==> config.mk <==
export PLATFORM = sky130hd
export DESIGN_NAME = pipe_hazard_ctrl
export DESIGN_NICKNAME = d
export VERILOG_FILES = /design/src/rtl/pipe_hazard_ctrl_pkg.sv /design/src/rtl/hazard_detect.sv /design/src/rtl/pipe_hazard_ctrl.sv
export SDC_FILE = /design/constraint.sdc
export NUM_CORES = 1
export LEC_CHECK = 0
export CAP_MARGIN = 40
export CORE_AREA = 2 2 70 52
export CTS_BUF_LIST = sky130_fd_sc_hd__clkbuf_2 sky130_fd_sc_hd__clkbuf_4 sky130_fd_sc_hd__clkbuf_8
export CTS_CLUSTER_DIAMETER = 200
export DETAILED_ROUTE_END_ITERATION = 12
export DIE_AREA = 0 0 72 54
export GPL_ROUTABILITY_DRIVEN = 0
export PLACE_DENSITY = 0.65
export SLEW_MARGIN = 40
export SYNTH_ARGS = -nofsm -noshare
export SYNTH_HDL_FRONTEND = slang
export SYNTH_SLANG_ARGS = --single-unit
==> constraint.sdc <==
create_clock -name iClk -period 3.09 [get_ports iClk]
set_input_delay 0.618 -clock iClk [delete_from_list [all_inputs] [get_ports iClk]]
set_output_delay 0.618 -clock iClk [all_outputs]
set_load 0.02 [all_outputs]
==> src/rtl/pipe_hazard_ctrl_pkg.sv <==
// Shared pipeline types for the hazard sequencer and the stage modules:
// register-address width, sequencer state encoding and the bundled
// stall/flush control word.
package pipe_hazard_ctrl_pkg;

  // RV32 register file address width (x0..x31)
  localparam int RegAddrWidth = 5;

  typedef enum logic [1:0] {
    RUN       = 2'd0,
    MEM_WAIT  = 2'd1,
    DRAIN     = 2'd2,
    SYS_ISSUE = 2'd3
  } hazard_state_t;

  // One control word per cycle so a stage can take a single input
  typedef struct packed {
    logic stall_if;
    logic stall_id;
    logic stall_ex;
    logic stall_mem;
    logic flush_id;
    logic flush_ex;
  } pipe_ctrl_t;

endpackage

==> src/rtl/hazard_detect.sv <==
// Combinational RAW comparator between the EX destination and the ID sources.
// Only loads (no forwarding path yet) and branch operands (consumed in ID,
// before the EX forward is available) need a stall.
module hazard_detect
  import pipe_hazard_ctrl_pkg::*;
(
  input  logic [RegAddrWidth-1:0] id_rs1,
  input  logic [RegAddrWidth-1:0] id_rs2,
  input  logic [RegAddrWidth-1:0] ex_rd,
  input  logic                    ex_wb_en,
  input  logic                    ex_is_load,
  input  logic                    id_is_branch,
  output logic                    loadUse,
  output logic                    brHaz
);

  logic haz;

  // x0 is never a real dependency; unused sources are encoded as x0
  assign haz     = ex_wb_en && (ex_rd != '0) &&
                   ((ex_rd == id_rs1) || (ex_rd == id_rs2));
  assign loadUse = haz && ex_is_load;
  assign brHaz   = haz && id_is_branch;

endmodule

==> src/rtl/pipe_hazard_ctrl.sv <==
// Central stall/flush sequencer for the five-stage pipeline. Hazard stalls
// and branch flushes are evaluated combinationally every cycle; memory waits
// and the pre-SysCall drain are tracked by a small FSM with two counters.
module pipe_hazard_ctrl
  import pipe_hazard_ctrl_pkg::*;
#(
  parameter int DrainDepth = 3,
  parameter int MemTimeout = 255
) (
  input  logic                    iClk,
  input  logic                    nRst,
  input  logic [RegAddrWidth-1:0] iIdRs1Addr,
  input  logic [RegAddrWidth-1:0] iIdRs2Addr,
  input  logic                    iIdIsBranch,
  input  logic                    iIdIsSys,
  input  logic                    iIdBrTrue,
  input  logic [RegAddrWidth-1:0] iExRdAddr,
  input  logic                    iExWbEn,
  input  logic                    iExIsLoad,
  input  logic                    iMemBusy,
  output logic                    oStallIF,
  output logic                    oStallID,
  output logic                    oStallEX,
  output logic                    oStallMEM,
  output logic                    oFlushID,
  output logic                    oFlushEX,
  output logic                    oSysGo,
  output logic                    oMemErr
);

  localparam int TmoW = $clog2(MemTimeout + 1);
  localparam int DrnW = (DrainDepth < 2) ? 1 : $clog2(DrainDepth + 1);
  localparam logic [TmoW-1:0] TmoMax  = TmoW'(MemTimeout);
  localparam logic [DrnW-1:0] DrnInit = DrnW'(DrainDepth);

  hazard_state_t   state_q, state_d;
  logic [TmoW-1:0] tmo_q, tmo_d, tmo_inc;
  logic [DrnW-1:0] drn_q, drn_d;
  logic            err_q, err_d;
  logic            load_use, br_haz, haz;
  logic            run_eval, sys_go;
  pipe_ctrl_t      ctrl;

  hazard_detect u_hazard_detect (
    .id_rs1       (iIdRs1Addr),
    .id_rs2       (iIdRs2Addr),
    .ex_rd        (iExRdAddr),
    .ex_wb_en     (iExWbEn),
    .ex_is_load   (iExIsLoad),
    .id_is_branch (iIdIsBranch),
    .loadUse      (load_use),
    .brHaz        (br_haz)
  );

  assign haz     = load_use || br_haz;
  // busy-cycle counter saturates at the timeout value
  assign tmo_inc = (tmo_q == TmoMax) ? tmo_q : tmo_q + TmoW'(1);

  // Next-state, counters and stall/flush word; defaults first
  always_comb begin
    state_d  = state_q;
    tmo_d    = tmo_q;
    drn_d    = drn_q;
    err_d    = err_q;
    ctrl     = '0;
    sys_go   = 1'b0;
    run_eval = 1'b0;

    unique case (state_q)
      RUN: run_eval = 1'b1;

      MEM_WAIT: begin
        if (iMemBusy) begin
          ctrl.stall_if  = 1'b1;
          ctrl.stall_id  = 1'b1;
          ctrl.stall_ex  = 1'b1;
          ctrl.stall_mem = 1'b1;
          tmo_d          = tmo_inc;
          if (tmo_inc == TmoMax) err_d = 1'b1;
          // timeout reached: abandon the access and let the pipe move
          if (tmo_q == TmoMax) begin
            state_d = RUN;
            tmo_d   = '0;
          end
        end else begin
          // memory answered this cycle: MEM completes, pipe behaves as RUN
          tmo_d    = '0;
          state_d  = RUN;
          run_eval = 1'b1;
        end
      end

      DRAIN: begin
        ctrl.stall_if = 1'b1;
        ctrl.stall_id = 1'b1;
        ctrl.flush_ex = 1'b1;
        if (iMemBusy) begin
          ctrl.stall_ex  = 1'b1;
          ctrl.stall_mem = 1'b1;
        end else if (drn_q <= DrnW'(1)) begin
          drn_d   = '0;
          state_d = SYS_ISSUE;
        end else begin
          drn_d = drn_q - DrnW'(1);
        end
      end

      SYS_ISSUE: begin
        sys_go  = 1'b1;
        state_d = RUN;
      end

      default: state_d = RUN;
    endcase

    // Priority: memory wait > drain start > hazard stall > branch flush
    if (run_eval) begin
      if (iMemBusy) begin
        ctrl.stall_if  = 1'b1;
        ctrl.stall_id  = 1'b1;
        ctrl.stall_ex  = 1'b1;
        ctrl.stall_mem = 1'b1;
        tmo_d          = tmo_inc;
        if (tmo_inc == TmoMax) err_d = 1'b1;
        state_d        = MEM_WAIT;
      end else if (iIdIsSys && !haz) begin
        ctrl.stall_if = 1'b1;
        ctrl.stall_id = 1'b1;
        ctrl.flush_ex = 1'b1;
        drn_d         = DrnInit;
        state_d       = DRAIN;
      end else if (haz) begin
        // stalled branch re-resolves next cycle, so no redirect now
        ctrl.stall_if = 1'b1;
        ctrl.stall_id = 1'b1;
        ctrl.flush_ex = 1'b1;
      end else if (iIdBrTrue) begin
        ctrl.flush_id = 1'b1;
      end
    end
  end

  // State, counters and sticky error; reset aborts any drain or wait
  always_ff @(posedge iClk or negedge nRst) begin
    if (!nRst) begin
      state_q <= RUN;
      tmo_q   <= '0;
      drn_q   <= '0;
      err_q   <= 1'b0;
    end else begin
      state_q <= state_d;
      tmo_q   <= tmo_d;
      drn_q   <= drn_d;
      err_q   <= err_d;
    end
  end

  // Controls are forced low while reset is held
  assign oStallIF  = nRst && ctrl.stall_if;
  assign oStallID  = nRst && ctrl.stall_id;
  assign oStallEX  = nRst && ctrl.stall_ex;
  assign oStallMEM = nRst && ctrl.stall_mem;
  assign oFlushID  = nRst && ctrl.flush_id;
  assign oFlushEX  = nRst && ctrl.flush_ex;
  assign oSysGo    = nRst && sys_go;
  assign oMemErr   = err_q;

endmodule
==> metrics.cfg <==
[outcome]
status = completed

[synthesis]
syn_area_um2 = 1231
ys_ff_latch = 13
seq_area_frac_synth_pct = 26.42
yosysWarnings = 0
synth_fp_nets = 181
synth_async_sr_flop_share_pct = 100.0
synth_edf_count = 0
post_synth_num_cell_types = 44
synthTopCellsByArea = dfrtp_1, xnor2_1, a21oi_1
netlist.top_cell.by_area = dfrtp_1
syn_avg_cell_area_um2 = 8.100
synth-main-ff-cell = dfrtp_1
synth_top_area_share_pct = 26.42
synthCells = 152

[layout]
num_antenna_cells = 0
syn_to_final_growth_pct = 34.96
design_area_um2 = 1662
final_layout_size_suffix_gt1_share_pct = 13.23
layout.nets = 219
final_util_pct = 50.19
instances_no_fill = 229

[die]
pin_count = 31
die_area_um2 = 3888
die_w_um = 72
core_area_um2 = 3311
rows = 18
start_util_pct = 37.19
die-height_um = 54

[clocking]
cts_sinks = 13
cts_max_level = 1
cts_tree = built
clkLatencyLatePin_ns = 0.25
cts_root_buf = clkbuf_8
hold_buffers = 0
clk_pin_slew_ns = 0.06
cts.path.max_buffers = 2
numCtsBuffers = 3

[drt]
wirelength_um = 3482
first_pass_iters = 5
drt-initial-drc-count = 106
vias = 1305
routedWlPerCell_um = 15.21
drc = 0
viasPerCell = 5.699
antenna_left = 0

[critical_path]
cp_max_fo = 3
cp-end-kind = primary output
worst-path-buf-inv = 3
crit_type = in -> out
critPathRequiredTime_ns = 2.47
start_kind = input pin
worst_path_max_delay_cell = or4_4
crit_arrival_ns = 2.43
max_stage_delay_ns = 0.57
worstPathCellList = clkdlybuf4s50_1 > or4_4 > buf_4 > o221ai_4 > o41ai_2 > dlygate4sd1_1
cp_top_family = buffers and inverters

[power_and_ir_drop]
seqPwrFrac_pct = 28.3
power_frac_clock_pct = 15.5
ir_worst_vdd_v = 0.0002224
powerDensity_nw_per_um2 = 648.8
internal_power_mw = 0.5872
pwr-share-comb_pct = 56.2
p_leak_nw = 0.6762
swShare_pct = 45.52
switching_power_mw = 0.4908
finalPower_mw = 1.078

[grt]
grt_use_met1_pct = 27.32
grt_max_degree = 18
grt_util_all_layers_pct = 19.51
grt_pass1_wl_um = 5844
use_met2_pct = 30.25
grt_pass1_vias = 1242
gr-total-overflow = 0
globalRoute.busiestLayer = met2
antenna_found_initial = 0
grt_use_met3_pct = 3.933

[placement]
dp.cells = 225
dp_slack_ns = -0.3420
io_buffers = 30
post_dp_cell_area_um2 = 1614
place_hpwl_um = 2737

[timing]
rsz0062_at_grt = true
max_freq_mhz = 328.3
drv_slew = 0
hold_viol = 0
slew_headroom_pct = 68.32
holdWs_ns = 0.4660
min_period_over_period_pct = 98.57
fin_ws_ns = 0.04416
worstMarginPinSlew_ns = 0.4751
setup_viol = 0
post-route-min-period_ns = 3.046
fin_skew_ns = 0.0008825
final.setup.tns_ns = 0

[flow_run]
maxCapViolations = 0

[hold_path]
hold_path.class = reg -> reg

==> sequential cells by signal, summed over array words and instances, names as in the netlist <==
| name | count |
|---|---|
| tmo_q | 8 |
| drn_q | 2 |
| state_q | 2 |
| oMemErr | 1 |
==> layer usage <==
metal,vias up,share of wire [%]
li1,642,-
met1,601,50
met2,56,43
met3,6,5.5
met4,0,1.3
met5,-,0
==> worst paths after layout <==
kind	slack, ns	cells after the start	start	to
setup / recovery	0.04	6	iExRdAddr[0]	oStallID
hold / removal	0.47	1	oMemErr$_DFF_PN0_	oMemErr$_DFF_PN0_
setup reg to reg	0.69	9	tmo_q[1]$_DFF_PN0_	oMemErr$_DFF_PN0_
hold reg to reg	0.47	1	oMemErr$_DFF_PN0_	oMemErr$_DFF_PN0_
max in group asynchronous	2.17	2	nRst	state_q[0]$_DFF_PN0_
min in group asynchronous	0.74	2	nRst	tmo_q[2]$_DFF_PN0_
==> cells in the final DEF, fill, tap and decap left out, types with 2 or more instances in the layout <==
cell / netlist / layout
nor2_1: 5 / 5
o211ai_1: 3 / 3
nor2b_1: 3 / 3
buf_4: 3 / 12
mux2_2: 2 / 2
nand4_1: 2 / 2
inv_1: 10 / 10
o22ai_1: 3 / 3
dlygate4sd1_1: 0 / 2
and3_1: 4 / 4
a311oi_1: 3 / 3
clkdlybuf4s50_1: 0 / 26
nand3_1: 9 / 9
dfrtp_1: 13 / 13
xnor2_1: 10 / 10
o21ai_0: 11 / 11
a211oi_1: 3 / 3
nand2_1: 15 / 15
nor3_1: 2 / 2
a21oi_1: 17 / 17
clkbuf_8: 0 / 3
ha_1: 6 / 6
==> power groups by stage <==
stage               Combinational [mW]  Clock (mW)  Sequential [mW]
floorplan                        0.445           0            0.267
global placement                 0.592           0            0.298
detailed placement               0.606           0            0.304
CTS                              0.597       0.167            0.302
global route                     0.671       0.178            0.315
finish                           0.606       0.167            0.305
==> layout make-up <==
| class | count | area (µm²) |
|---|---|---|
| inverters | 10 | 37.54 |
| multi-input cells | 120 | 818.3 |
| repair buffers | 42 | 381.6 |
| fillers | 328 | 1649 |
| flip-flops and latches | 13 | 325.3 |
| clock buffers | 4 | 48.80 |
| well taps | 40 | 50.05 |
==> kinds of logic after synthesis <==
group / after synthesis / synth area share [%]
AOI/OAI and AO/OA: 54 / 30.59
xor gates and xnor gates: 10 / 7.113
adders and majority gates: 6 / 6.097
buffers and inverters: 19 / 7.723
DFF: 13 / 26.42
muxes: 2 / 1.829
and+or+nand+nor: 48 / 20.22
==> Yosys cell counts (2+ instances only) <==
library cell / n
a21oi_1: 17
inv_1: 10
ha_1: 6
nand4_1: 2
a211oi_1: 3
o22ai_1: 3
o21ai_0: 11
nor2b_1: 3
nand2_1: 15
xnor2_1: 10
nor3_1: 2
buf_4: 3
mux2_2: 2
a311oi_1: 3
buf_2: 4
nand3_1: 9
dfrtp_1: 13
and3_1: 4
o211ai_1: 3
nor2_1: 5
==> what timing repair did <==
item,4_1_cts,5_1_grt
pin swaps,0,0
resized for setup,7,4
buffers inserted,0,0
setup endpoints to repair,4,3
Power figures use the tool's default switching activity.
